==> config.mk <==
export PLATFORM = sky130hd
export DESIGN_NAME = stage_5_byte_buffer_flat
export DESIGN_NICKNAME = d
export VERILOG_FILES = /design/src/rtl/stage_5_byte_buffer_pkg.sv /design/src/rtl/stage_5_byte_buffer_if.sv /design/src/rtl/stage_5_byte_buffer_ring.sv /design/src/rtl/stage_5_byte_buffer.sv /design/src/flat_wrapper.sv
export SDC_FILE = /design/constraint.sdc
export NUM_CORES = 1
export LEC_CHECK = 0
export CAP_MARGIN = 15
export CORE_ASPECT_RATIO = 1.25
export CORE_MARGIN = 1.5
export CORE_UTILIZATION = 40
export CTS_CLUSTER_SIZE = 20
export DETAILED_ROUTE_END_ITERATION = 16
export HOLD_SLACK_MARGIN = 0.02
export PLACE_DENSITY_LB_ADDON = 0.1
export SLEW_MARGIN = 15
export SYNTH_ARGS = -nofsm -noshare
export SYNTH_HDL_FRONTEND = slang
export SYNTH_SLANG_ARGS = --single-unit
==> constraint.sdc <==
create_clock -name s5_clk -period 7.6 [get_ports s5_clk]
set_clock_uncertainty 0.2 [all_clocks]
set_input_delay 1.52 -clock s5_clk [delete_from_list [all_inputs] [get_ports s5_clk]]
set_output_delay 1.52 -clock s5_clk [all_outputs]
set_load 0.02 [all_outputs]
==> src/rtl/stage_5_byte_buffer_pkg.sv <==
// stage_5_pkg: shared types and constants for the stage-5 output byte buffer.
// Ports: none (package).
package stage_5_pkg;

  localparam int unsigned S5_BITSTREAM_WIDTH  = 8;
  localparam int unsigned S5_FIFO_DEPTH       = 32;
  localparam int unsigned S5_PTR_WIDTH        = 5;
  localparam int unsigned S5_OCC_WIDTH        = S5_PTR_WIDTH + 1;
  localparam int unsigned S5_FLAG_WIDTH       = 3;
  localparam int unsigned MAX_BYTES_PER_CYCLE = 5;

  typedef logic [S5_BITSTREAM_WIDTH-1:0] s5_byte_t;

  // Frame state: waiting, accepting bytes, draining to the last byte, done pulse
  typedef enum logic [1:0] {
    S5_IDLE  = 2'd0,
    S5_RUN   = 2'd1,
    S5_DRAIN = 2'd2,
    S5_DONE  = 2'd3
  } s5_state_t;

endpackage

==> src/rtl/stage_5_byte_buffer_if.sv <==
// stage_5_byte_buffer_if: stage-4 byte input bus plus byte-sink handshake.
// Signals: in_bit_1..in_bit_5 (in_bit_1 oldest), in_flag_bitstream (count 0-5),
//          in_flag_last, in_ready (sink), out_byte, out_valid, out_last.
// Modports: master = upstream/sink side, slave = buffer side.
interface stage_5_byte_buffer_if;
  import stage_5_pkg::*;

  s5_byte_t                 in_bit_1;
  s5_byte_t                 in_bit_2;
  s5_byte_t                 in_bit_3;
  s5_byte_t                 in_bit_4;
  s5_byte_t                 in_bit_5;
  logic [S5_FLAG_WIDTH-1:0] in_flag_bitstream;
  logic                     in_flag_last;
  logic                     in_ready;
  s5_byte_t                 out_byte;
  logic                     out_valid;
  logic                     out_last;

  modport master (
    output in_bit_1, in_bit_2, in_bit_3, in_bit_4, in_bit_5,
    output in_flag_bitstream, in_flag_last, in_ready,
    input  out_byte, out_valid, out_last
  );

  modport slave (
    input  in_bit_1, in_bit_2, in_bit_3, in_bit_4, in_bit_5,
    input  in_flag_bitstream, in_flag_last, in_ready,
    output out_byte, out_valid, out_last
  );

endinterface

==> src/rtl/stage_5_byte_buffer_ring.sv <==
// s5_byte_ring: circular byte store with multi-byte write and single-byte read.
// Ports: clk, rst (sync, active-high), wr_count (bytes to store, already
//        validated), wr_bytes[0..4] (oldest first), pop, rd_data (head byte),
//        wr_ptr, rd_ptr, occupancy.
module s5_byte_ring
  import stage_5_pkg::*;
(
  input  logic                     clk,
  input  logic                     rst,
  input  logic [S5_FLAG_WIDTH-1:0] wr_count,
  input  s5_byte_t                 wr_bytes [MAX_BYTES_PER_CYCLE],
  input  logic                     pop,
  output s5_byte_t                 rd_data,
  output logic [S5_PTR_WIDTH-1:0]  wr_ptr,
  output logic [S5_PTR_WIDTH-1:0]  rd_ptr,
  output logic [S5_OCC_WIDTH-1:0]  occupancy
);

  s5_byte_t mem [S5_FIFO_DEPTH];

  // Pointer and occupancy bookkeeping; pointers wrap naturally at DEPTH
  always_ff @(posedge clk) begin
    if (rst) begin
      wr_ptr    <= '0;
      rd_ptr    <= '0;
      occupancy <= '0;
    end else begin
      wr_ptr    <= wr_ptr + S5_PTR_WIDTH'(wr_count);
      if (pop) rd_ptr <= rd_ptr + S5_PTR_WIDTH'(1);
      occupancy <= occupancy + S5_OCC_WIDTH'(wr_count) - S5_OCC_WIDTH'(pop);
    end
  end

  // Byte k lands at wr_ptr+k; storage itself needs no reset
  always_ff @(posedge clk) begin
    for (int unsigned k = 0; k < MAX_BYTES_PER_CYCLE; k++) begin
      if (k < 32'(wr_count)) mem[wr_ptr + S5_PTR_WIDTH'(k)] <= wr_bytes[k];
    end
  end

  assign rd_data = mem[rd_ptr];

endmodule

==> src/rtl/stage_5_byte_buffer.sv <==
// stage_5_byte_buffer: buffers 0-5 bytes/cycle from stage 4 and drains one
// byte/cycle to the bitstream sink, marking the frame's last byte.
// Ports: s5_clk, s5_reset (sync, active-high), bus (slave side of
//        stage_5_byte_buffer_if), out_done, out_almost_full, out_overflow,
//        out_flag_error, and out_total_bytes when S5_BYTE_COUNTER_EN is defined
//        (popped-byte counter; out_done then trails by one cycle).
module stage_5_byte_buffer
  import stage_5_pkg::*;
(
  input  logic                 s5_clk,
  input  logic                 s5_reset,
  stage_5_byte_buffer_if.slave bus,
  output logic                 out_done,
  output logic                 out_almost_full,
  output logic                 out_overflow,
  output logic                 out_flag_error
`ifdef S5_BYTE_COUNTER_EN
  ,
  output logic [31:0]          out_total_bytes
`endif
);

  localparam int unsigned SUM_W = S5_OCC_WIDTH + 1;

  s5_state_t                state_q, state_d;
  logic [S5_PTR_WIDTH-1:0]  last_ptr_q, last_ptr_d;
  logic [S5_PTR_WIDTH-1:0]  wr_ptr, rd_ptr;
  logic [S5_OCC_WIDTH-1:0]  occ;
  s5_byte_t                 rd_data;
  s5_byte_t                 in_bytes_c [MAX_BYTES_PER_CYCLE];
  logic [S5_FLAG_WIDTH-1:0] n_req_c, n_wr_c;
  logic [SUM_W-1:0]         occ_sum_c, occ_after_c;
  logic                     flag_bad_c, wr_state_c, fits_c, valid_c, pop_c;

  assign in_bytes_c[0] = bus.in_bit_1;
  assign in_bytes_c[1] = bus.in_bit_2;
  assign in_bytes_c[2] = bus.in_bit_3;
  assign in_bytes_c[3] = bus.in_bit_4;
  assign in_bytes_c[4] = bus.in_bit_5;

  s5_byte_ring u_ring (
    .clk       (s5_clk),
    .rst       (s5_reset),
    .wr_count  (n_wr_c),
    .wr_bytes  (in_bytes_c),
    .pop       (pop_c),
    .rd_data   (rd_data),
    .wr_ptr    (wr_ptr),
    .rd_ptr    (rd_ptr),
    .occupancy (occ)
  );

  assign valid_c = (occ != '0) && (state_q != S5_DONE);
  assign pop_c   = valid_c && bus.in_ready;

  // Write admission: bad counts and writes outside IDLE/RUN become zero;
  // a write that would exceed capacity is dropped whole
  always_comb begin
    flag_bad_c  = bus.in_flag_bitstream > S5_FLAG_WIDTH'(MAX_BYTES_PER_CYCLE);
    wr_state_c  = (state_q == S5_IDLE) || (state_q == S5_RUN);
    n_req_c     = (flag_bad_c || !wr_state_c) ? '0 : bus.in_flag_bitstream;
    occ_sum_c   = SUM_W'(occ) + SUM_W'(n_req_c) - SUM_W'(pop_c);
    fits_c      = occ_sum_c <= SUM_W'(S5_FIFO_DEPTH);
    n_wr_c      = fits_c ? n_req_c : '0;
    occ_after_c = fits_c ? occ_sum_c : (SUM_W'(occ) - SUM_W'(pop_c));
  end

  // Frame FSM; wr_ptr+n-1 also yields wr_ptr-1 when nothing is written
  always_comb begin
    state_d    = state_q;
    last_ptr_d = last_ptr_q;
    unique case (state_q)
      S5_IDLE: begin
        if (bus.in_flag_last) begin
          if (n_wr_c != '0) begin
            last_ptr_d = wr_ptr + S5_PTR_WIDTH'(n_wr_c) - S5_PTR_WIDTH'(1);
            state_d    = S5_DRAIN;
          end else begin
            state_d = S5_DONE;
          end
        end else if (n_wr_c != '0) begin
          state_d = S5_RUN;
        end
      end
      S5_RUN: begin
        if (bus.in_flag_last) begin
          if (occ_after_c == '0) begin
            state_d = S5_DONE;
          end else begin
            last_ptr_d = wr_ptr + S5_PTR_WIDTH'(n_wr_c) - S5_PTR_WIDTH'(1);
            state_d    = S5_DRAIN;
          end
        end
      end
      S5_DRAIN: begin
        if (pop_c && (rd_ptr == last_ptr_q)) state_d = S5_DONE;
      end
      S5_DONE: begin
        state_d = S5_IDLE;
      end
      default: begin
        state_d = S5_IDLE;
      end
    endcase
  end

  // State, last marker and sticky error flags
  always_ff @(posedge s5_clk) begin
    if (s5_reset) begin
      state_q        <= S5_IDLE;
      last_ptr_q     <= '0;
      out_overflow   <= 1'b0;
      out_flag_error <= 1'b0;
    end else begin
      state_q    <= state_d;
      last_ptr_q <= last_ptr_d;
      if (!fits_c)    out_overflow   <= 1'b1;
      if (flag_bad_c) out_flag_error <= 1'b1;
    end
  end

  assign bus.out_valid   = valid_c;
  assign bus.out_byte    = valid_c ? rd_data : '0;
  assign bus.out_last    = valid_c && (state_q == S5_DRAIN) && (rd_ptr == last_ptr_q);
  assign out_almost_full = occ > S5_OCC_WIDTH'(S5_FIFO_DEPTH - 5);

`ifdef S5_BYTE_COUNTER_EN
  logic done_dly_q;

  // Done trails the DONE state by one cycle so the count is settled; the
  // counter clears right after the pulse and saturates at all-ones
  always_ff @(posedge s5_clk) begin
    if (s5_reset) begin
      done_dly_q      <= 1'b0;
      out_total_bytes <= '0;
    end else begin
      done_dly_q <= (state_q == S5_DONE);
      if (done_dly_q) out_total_bytes <= '0;
      else if (pop_c && (out_total_bytes != '1)) out_total_bytes <= out_total_bytes + 32'd1;
    end
  end

  assign out_done = done_dly_q;
`else
  assign out_done = (state_q == S5_DONE);
`endif

endmodule

==> src/flat_wrapper.sv <==
// flat-port wrapper written by rule: the top's interface ports become plain ports
module stage_5_byte_buffer_flat import stage_5_pkg::*;
  (s5_clk, s5_reset, out_done, out_almost_full, out_overflow, out_flag_error, bus_in_bit_1, bus_in_bit_2, bus_in_bit_3, bus_in_bit_4, bus_in_bit_5, bus_in_flag_bitstream, bus_in_flag_last, bus_in_ready, bus_out_byte, bus_out_valid, bus_out_last);
  stage_5_byte_buffer_if bus_i ();
  input  logic s5_clk;
  input  logic s5_reset;
  output logic out_done;
  output logic out_almost_full;
  output logic out_overflow;
  output logic out_flag_error;
  input wire logic [$bits(bus_i.in_bit_1)-1:0] bus_in_bit_1;
  input wire logic [$bits(bus_i.in_bit_2)-1:0] bus_in_bit_2;
  input wire logic [$bits(bus_i.in_bit_3)-1:0] bus_in_bit_3;
  input wire logic [$bits(bus_i.in_bit_4)-1:0] bus_in_bit_4;
  input wire logic [$bits(bus_i.in_bit_5)-1:0] bus_in_bit_5;
  input wire logic [$bits(bus_i.in_flag_bitstream)-1:0] bus_in_flag_bitstream;
  input wire logic [$bits(bus_i.in_flag_last)-1:0] bus_in_flag_last;
  input wire logic [$bits(bus_i.in_ready)-1:0] bus_in_ready;
  output wire logic [$bits(bus_i.out_byte)-1:0] bus_out_byte;
  output wire logic [$bits(bus_i.out_valid)-1:0] bus_out_valid;
  output wire logic [$bits(bus_i.out_last)-1:0] bus_out_last;
  assign bus_i.in_bit_1 = bus_in_bit_1;
  assign bus_i.in_bit_2 = bus_in_bit_2;
  assign bus_i.in_bit_3 = bus_in_bit_3;
  assign bus_i.in_bit_4 = bus_in_bit_4;
  assign bus_i.in_bit_5 = bus_in_bit_5;
  assign bus_i.in_flag_bitstream = bus_in_flag_bitstream;
  assign bus_i.in_flag_last = bus_in_flag_last;
  assign bus_i.in_ready = bus_in_ready;
  assign bus_out_byte = bus_i.out_byte;
  assign bus_out_valid = bus_i.out_valid;
  assign bus_out_last = bus_i.out_last;
  stage_5_byte_buffer u_core (.s5_clk(s5_clk), .s5_reset(s5_reset), .bus(bus_i), .out_done(out_done), .out_almost_full(out_almost_full), .out_overflow(out_overflow), .out_flag_error(out_flag_error));
endmodule
==> metrics list, run 1 <==
- The area growth from synthesis to layout is 9.45%.
- Root buffer selected by CTS: sky130_fd_sc_hd__clkbuf_16
- The core region is 61800 um2.
* Largest net degree at the start of global routing: 44
- Number of enable flip-flop cells after synthesis: 256
* Number of input and output port buffers inserted: 60
- Leading post-synthesis cells by cell area: sky130_fd_sc_hd__edfxtp_1, sky130_fd_sc_hd__mux4_2, sky130_fd_sc_hd__a22oi_1
- Hold Fails Final Rpt: 0
* Largest family of logic cells by synthesized area: compound AO/OA/AOI/OAI gates
* ANT nets after route: 0
* Most frequent cells after synthesis: sky130_fd_sc_hd__edfxtp_1, sky130_fd_sc_hd__a22oi_1, sky130_fd_sc_hd__clkbuf_1
* Clock input transition at the sequential cells of the worst setup and hold paths: 0.07 ns
* Setup Slack @ Placement: 0.514 ns
- Number of optimization iterations in the first detailed-route pass: 14
- Along the worst hold path, the cell count comes to 2.
* Number of H-tree levels: 2
- Register-to-register setup slack: 1.39 ns
- Most numerous cell in the Yosys netlist: sky130_fd_sc_hd__edfxtp_1
- The layout has 5906 filler cells.
- Of all cell types, the one taking the most synthesized area is sky130_fd_sc_hd__edfxtp_1.
- Measured along the y axis, the die boundary spans 282 um.
* Die Outline Area: 63900 um2
* Multiplexer fraction of the synthesized cell area: 0.179
- Of the synthesized area, sequential elements account for 0.332.
- Met2 Wirelength: 51.9 mm
- Mean cell area of the mapped netlist: 10.2 um2
* Synthesized instance count: 2452
- Dividing the final minimum period by the clock period gives 0.877.
* Most common flop cell mapped by yosys: sky130_fd_sc_hd__edfxtp_1
- The initial antenna violation count came to 7.
* Share of layout cells above drive strength 1: 0.217
- Using the TritonRoute via totals, the vias-per-cell ratio works out to 7.42.
- Final setup violation count: 0
- # rows: 102
- The max-slew violation count is 0.
- For the worst setup path, the data required time is 7.61 ns.
* Met3 layer wire length in the routed design: 15.7 mm
- The later pin in the worst-skew pair is clocked with a latency of 0.56 ns.
- Via count of the first global-routing pass: 22900
- LEAKAGE: 9.86 nW
* Count of cells along the worst register-to-register path: 15
* Wire length of the first global-routing pass: 171 mm
* Slew @ Worst Pin: 1.22 ns
* PostCTS Resize Cnt: 0
- Setup repair after global routing missed its margin: no
- Area of placed instances: 26200 um2
- After synthesis the netlist holds a flip-flop and latch count of 286.
- For this design the ratio of total power to cell area is 276 nW/um2.
- Share of synthesized flip-flops with an asynchronous set or reset: 0
- The run finished with clean final reports.
- The clock drives 286 sinks.
* Number of hold-repair buffers added at the cts stage: 0
* DPL Wire Length: 74.9 mm
* Routed WL: 123 mm
- Highest metal layer with signal wires: met5
* Initial cell density of the core: 0.404
- Clk buf depth: 3
- Unique masters post-synth: 89
- Setup total negative slack on the finished layout was measured at 0 ns.
* Max rail drop VDD: 0.336 mV
* XOR/XNOR share of the synthesized area: 0.0119
- After global routing the overflow that remains totals 0.
- Dividing the detail-routed wire length by the instance count gives 37.9 um.
- Path class of the lowest-slack min-delay path: reg2reg
* Critical path class: in2reg
- Placer's final routability congestion estimate: 0.941
- The first routing iteration left 3619 violations.
- Adder-cell share of the synthesized area: 0.0185
- Clock tree synthesis inserted a total of 35 buffers.
- The worst setup path is launched from an input pin.
- Data arrives at the worst endpoint at 6.68 ns.
- When the netlist entered floorplanning its net count stood at 2534.
- The worst setup path is captured at a register.
- Across every metal layer, demand over resource in global routing totals 0.378.
* Compound-cell area share of the yosys netlist: 0.271
- The final layout contains 2462 nets.
- The share of synthesized area in the top cell type comes to 0.308.
- Number of non-filler instances in the completed layout: 3236
- In this run, placement finished with an instance count of 3175.
- TritonCTS built the clock tree.
- Number of remaining DRC errors: 0
- Cell area after synthesis: 24900 um2
* Post-route worst setup slack: 0.935 ns
- Headroom to the max-slew limit came out at 0.181.
- Layout Utilization: 0.442
* Shortest clock period the worst path allows after layout: 6.67 ns
- The number of setup buffers added after CTS is 0.
- Finished Cell Area: 27300 um2
- Overall via count from detail_route: 24000
* Achievable frequency: 150 MHz
- Num ports: 61
- In this run the horizontal extent of the chip is 226 um.
- Max-capacitance violation count: 0
- Of the total synthesized cell area, the portion taken by AND, OR, NAND and NOR gates is 0.130.
- Number of warning messages in the yosys log: 0
* Maximum net fanout on the critical path: 23
* Wire length the detailed router placed on met1: 45.3 mm
-- area by class of cell --
type                            count  area [um2]  area share
Antenna cell                        2        5.00    0.000183
Clock buffer                       43         927      0.0340
Clock inverter                     16         198     0.00724
Inverter                           44         165     0.00605
Multi-Input combinational cell   1832       15300       0.559
Sequential cell                   286        8290       0.304
Tap cell                          832        1040      0.0381
Timing Repair Buffer              181        1400      0.0513
-- power breakdown --
group	internal [mW]	total [mW]	switching, mW
Sequential	1.88	2.07	0.194
Combinational	1.15	3.73	2.58
Clock	1.00	1.73	0.730
Total	4.03	7.53	3.50
-- registers in the layout (all words and copies together) (netlist names), named ones only --
register                 flops
u_core.u_ring.mem          256
u_core.u_ring.occupancy      6
u_core.last_ptr_q            5
u_core.u_ring.rd_ptr         5
u_core.u_ring.wr_ptr         5
u_core.state_q               2
u_core.out_flag_error        1
u_core.out_overflow          1
-- per-stage QoR --
step,hold WS [ns],power [mW]
floorplan,0.286,4.35
finish,0.270,7.53
global placement,0.264,5.65
detailed placement,0.261,5.68
CTS,0.274,7.40
global route,0.323,7.72
-- worst max-delay path: stages --
cell,delay (ns)
sky130_fd_sc_hd__clkdlybuf4s50_1,0.46
sky130_fd_sc_hd__nand2b_1,0.23
sky130_fd_sc_hd__nor2_2,0.11
sky130_fd_sc_hd__buf_4,0.20
sky130_fd_sc_hd__inv_2,0.07
sky130_fd_sc_hd__ha_1,0.28
sky130_fd_sc_hd__inv_1,0.04
sky130_fd_sc_hd__ha_1,0.34
sky130_fd_sc_hd__o21ai_0,0.17
sky130_fd_sc_hd__nor4_1,0.40
sky130_fd_sc_hd__or3_4,0.31
sky130_fd_sc_hd__buf_4,0.41
sky130_fd_sc_hd__o2111ai_4,0.38
sky130_fd_sc_hd__buf_4,0.33
sky130_fd_sc_hd__nor2_1,0.59
sky130_fd_sc_hd__or2_1,0.41
sky130_fd_sc_hd__nand4b_1,0.41
-- final timing paths --
kind	startpoint	endpoint
max	bus_in_flag_bitstream[1]	u_core.u_ring.mem[22][4]
min	u_core.out_flag_error	u_core.out_flag_error
max reg2reg	u_core.u_ring.occupancy[5]	u_core.u_ring.mem[29][3]
min reg2reg	u_core.out_flag_error	u_core.out_flag_error
-- cells by family after synthesis --
logic type	count (synthesis)
compound gates	893
xor+xnor	34
fa+ha+maj	35
buf+inv	334
flops	286
mux	332
simple gates	538
-- metal layers --
| metal | GRT usage | vias up |
|---|---|---|
| met1 | 0.481 | 11700 |
| li1 | - | 9743 |
| met5 | 0.00461 | - |
| met3 | 0.106 | 588 |
| met2 | 0.561 | 2011 |
| met4 | 0.243 | 10 |
-- cell usage in the layout (no fill, tap or decap), types with 15 or more instances in the layout --
master                            instances
sky130_fd_sc_hd__a2111oi_0               15
sky130_fd_sc_hd__a211o_1                 32
sky130_fd_sc_hd__a211oi_1               158
sky130_fd_sc_hd__a21oi_1                 23
sky130_fd_sc_hd__a221o_1                 16
sky130_fd_sc_hd__a22oi_1                237
sky130_fd_sc_hd__and3_1                 130
sky130_fd_sc_hd__buf_2                   24
sky130_fd_sc_hd__buf_4                  120
sky130_fd_sc_hd__clkbuf_16               36
sky130_fd_sc_hd__clkdlybuf4s50_1         36
sky130_fd_sc_hd__dfxtp_1                 27
sky130_fd_sc_hd__edfxtp_1               256
sky130_fd_sc_hd__ha_1                    32
sky130_fd_sc_hd__inv_1                   40
sky130_fd_sc_hd__mux2_2                 113
sky130_fd_sc_hd__mux2i_1                139
sky130_fd_sc_hd__mux4_2                  80
sky130_fd_sc_hd__nand2_1                 86
sky130_fd_sc_hd__nand3_1                 19
sky130_fd_sc_hd__nor2_1                 100
sky130_fd_sc_hd__nor3_1                  36
sky130_fd_sc_hd__nor3_2                  25
sky130_fd_sc_hd__nor3_4                  20
sky130_fd_sc_hd__o2111ai_2               19
sky130_fd_sc_hd__o211ai_1                36
sky130_fd_sc_hd__o21ai_0                148
sky130_fd_sc_hd__o21ai_1                 74
sky130_fd_sc_hd__o311ai_0                16
sky130_fd_sc_hd__o31ai_1                 55
sky130_fd_sc_hd__or2_2                   15
sky130_fd_sc_hd__xnor2_1                 18
sky130_fd_sc_hd__xor2_1                  15
(Power assumes the default switching activity.)
==> inputs of run 2 (changes only) <==
clock period = 7.4 ns   (was 7.6 ns; I/O delays follow)
==> metrics list, run 2 (synthesis gave the netlist of run 1 again) <==
* Num CTS Buffers: 35 (unchanged)
- Power share of the clock group: 0.235 (+0.005)
* Slowest stage cell, crit path: sky130_fd_sc_hd__a2111oi_4
* Period Utilization, post-route: 0.895
* Clock input transition at the sequential cells of the worst setup and hold paths: 0.06 ns (about the same)
- Number of clock sinks seen by CTS: 286 (unchanged)
* Achievable frequency: 151 MHz
- Buffer count from post-CTS setup fixing: 0 (unchanged)
* Number of hold-repair buffers added at the cts stage: 0 (unchanged)
- Crit path required time: 7.40 ns (-0.21 ns)
- Finished Cell Area: 27500 um2 (+0.61%)
* Critical path startpoint category: input pin
- Shortest clock period the worst path allows after layout: 6.63 ns
- P_sw: 3.57 mW (+1.9%)
* Slew @ Worst Pin: 1.26 ns (+0.0378 ns)
* Avg Vias per Cell: 7.39 (-0.46%)
- The top cell types in the final layout, fill and taps aside, are sky130_fd_sc_hd__edfxtp_1, sky130_fd_sc_hd__a22oi_1, sky130_fd_sc_hd__a211oi_1.
* Num ports: 61 (unchanged)
- The delay of the slowest cell on the worst path is 1.15 ns (+0.56 ns).
- Path class of the lowest-slack min-delay path: reg2reg
- Max rail drop VDD: 0.685 mV (+100%)
* Average wire length per cell after detail routing: 37.8 um (-0.29%)
* WP data arrival: 6.63 ns (-0.05 ns)
* Maximum net fanout on the critical path: 9 (-61%)
- The number of cells on the critical path was 14 (-3).
* Sum of internal, switching and leakage power: 7.77 mW (+3.1%)
* Switching power as a share of total power: 0.459 (-0.00543)
- Hold endpoint: u_core.out_flag_error
* Overall via count from detail_route: 24000 (+0.13%)
- The global-route usage over all layers was 0.381 (+0.00356).
- The count of buffering cells on the critical path with inverters included is 3 (-3).
- The area of all sequential standard cells is 8290 um2 (unchanged).
* Number of filler instances in the final layout: 5901 (-0.085%)
- Hold slack final: 0.276 ns (+0.00596 ns)
* Status: completed
- Internal cell power: 4.20 mW (+4.1%)
- Area occupied by multi-input gates: 15300 um2 (about the same)
- Compared with the post-synthesis result, the final layout area differs by 10.1%.
* Number of optimization iterations in the first detailed-route pass: 9 (-5)
- Fraction of power consumed by combinational cells: 0.496 (about the same)
* Category of the worst setup path capture point: register
- Cell area power density: 283 nW/um2 (+2.5%)
- WHS Path Cells: 2 (unchanged)
- Number of antenna violations at the first check in global routing: 3 (-4)
- The iteration-0 DRC count of the detailed router was 3856 (+6.5%).
* Initial cell density of the core: 0.404 (unchanged)
- Setup repair after global routing left no endpoint under its margin.
* Register-to-register setup slack: 1.09 ns (-0.30 ns)
- Sequential cell fraction of total power: 0.269 (-0.006)
- Share of layout cells above drive strength 1: 0.225 (+0.00729)
- The overall die area was 63900 um2 (unchanged).
* # rows: 102 (unchanged)
* Reg2reg end: u_core.u_ring.mem[4][5]
- TritonCTS clock tree: built
- The H-tree depth reported by CTS is 2 (unchanged).
* Startpoint of the lowest-slack hold path: u_core.out_flag_error
- Max transition margin: 0.160 (-0.0203)
- Max-capacitance violation count: 0 (unchanged)
* Clk buf depth: 3 (unchanged)
* Post-layout nets: 2481 (+0.77%)
- Largest reg by FF count: u_core.u_ring.mem
- The total overflow reported by the global router is 0 (unchanged).
* Chain of cells forming the critical path: clkdlybuf4s50_1 -> nand2_1 -> and3_1 -> inv_1 -> ha_1 -> inv_1 -> ha_1 -> fa_1 -> xor2_1 -> nor3_1 -> o221ai_2 -> a2111oi_4 -> o211ai_1 -> nand4b_1
- Core outline area: 61800 um2 (unchanged)
- The number of failing setup endpoints in the final timing report was 0 (unchanged).
- In this run the clock root is driven by a sky130_fd_sc_hd__clkbuf_16.
- The count of antenna-violating nets left after detailed routing came to 0 (unchanged).
- Source-to-sink clock delay at the later pin of the worst-skew pair: 0.57 ns (about the same)
* Die height: 282 um (unchanged)
- Top Registers: u_core.u_ring.mem x256, u_core.u_ring.occupancy x6
* Wire length of the first global-routing pass: 172 mm (+0.37%)
* Count of cells along the worst register-to-register path: 14 (-1)
- Via count of the first global-routing pass: 23300 (+1.7%)
- Setup TNS after final layout: 0 ns (unchanged)
- The count of buffers from port buffering came to 60 (unchanged).
- The leakage power of the design came to 9.99 nW (+1.3%).
- DPL Wire Length: 76.5 mm (+2.0%)
- By startpoint and endpoint, the worst setup path is classified as in2reg.
- Largest register FFs: 256 (unchanged)
* Number of remaining DRC errors: 0 (unchanged)
* PostCTS Resize Cnt: 0 (unchanged)
* Die extent in x: 226 um (unchanged)
* R2r startpoint: u_core.u_ring.occupancy[5]
- Critical path's top delay family: compound AO/OA/AOI/OAI gates
* Largest net degree at the start of global routing: 41 (-6.8%)
* Routed WL: 123 mm (+0.30%)
- Leaving out fill and tap cells, the most frequent cell in the layout is sky130_fd_sc_hd__edfxtp_1.
- The placed cell area was 26300 um2 (+0.52%).
- The number of hold violations in the final report came to 0 (unchanged).
- The routability congestion estimate from global placement is 0.967 (+2.8%).
- The max-slew violation count is 0 (unchanged).
[run 2: layer usage]
layer,global-route usage,part of all wire
met1,0.487,0.37
met2,0.557,0.42
met3,0.105,0.13
met4,0.266,0.085
met5,0,0
[run 2: worst min-delay path, cell delays in order, from the launching register on]
cell                      delay, ns
sky130_fd_sc_hd__dfxtp_1       0.33
sky130_fd_sc_hd__a21oi_1       0.04
sky130_fd_sc_hd__nor2_1        0.07
[run 2: metrics by stage]
| stage | util | instances | setup WS, ns |
|---|---|---|---|
| 2_1_floorplan | - | 2452 | 1.37 |
| 3_3_place_gp | 0.426 | 3193 | 0.497 |
| 3_5_place_dp | 0.426 | 3193 | 0.401 |
| 4_1_cts | 0.444 | 3253 | 0.985 |
| 5_1_grt | 0.445 | 3254 | 0.678 |
| 6_report | 0.445 | 3255 | 0.774 |
[run 2: worst max path at each step]
stage | to | slack [ns] | startpoint
after detailed placement | u_core.u_ring.mem[24][1] | 0.40 | bus_in_flag_bitstream[2]
final | u_core.u_ring.mem[4][5] | 0.77 | bus_in_flag_bitstream[2]
after floorplan | u_core.last_ptr_q[3] | 1.37 | bus_in_flag_bitstream[1]
after global placement | u_core.u_ring.mem[16][1] | 0.50 | bus_in_flag_bitstream[2]
after CTS | u_core.u_ring.mem[16][1] | 0.99 | bus_in_flag_bitstream[2]
after global routing | u_core.u_ring.mem[17][0] | 0.68 | bus_in_flag_bitstream[1]
[run 2: power groups by stage]
stage / Clock, mW / Combinational [mW] / Sequential (mW)
2_1_floorplan: 0 / 2.46 / 2.00
3_5_place_dp: 0 / 3.71 / 2.12
5_1_grt: 1.88 / 3.99 / 2.11
6_report: 1.82 / 3.85 / 2.09
3_3_place_gp: 0 / 3.68 / 2.12
4_1_cts: 1.83 / 3.72 / 2.09
[run 2: area by class of cell]
| type | count | area share |
|---|---|---|
| flip-flops and latches | 286 | 0.302 |
| diodes | 1 | 0.0000911 |
| repair buffers | 200 | 0.0562 |
| clock inverters | 17 | 0.00756 |
| clock buffers | 43 | 0.0345 |
| multi-input cells | 1832 | 0.556 |
| well taps | 832 | 0.0379 |
| inverters | 44 | 0.00601 |
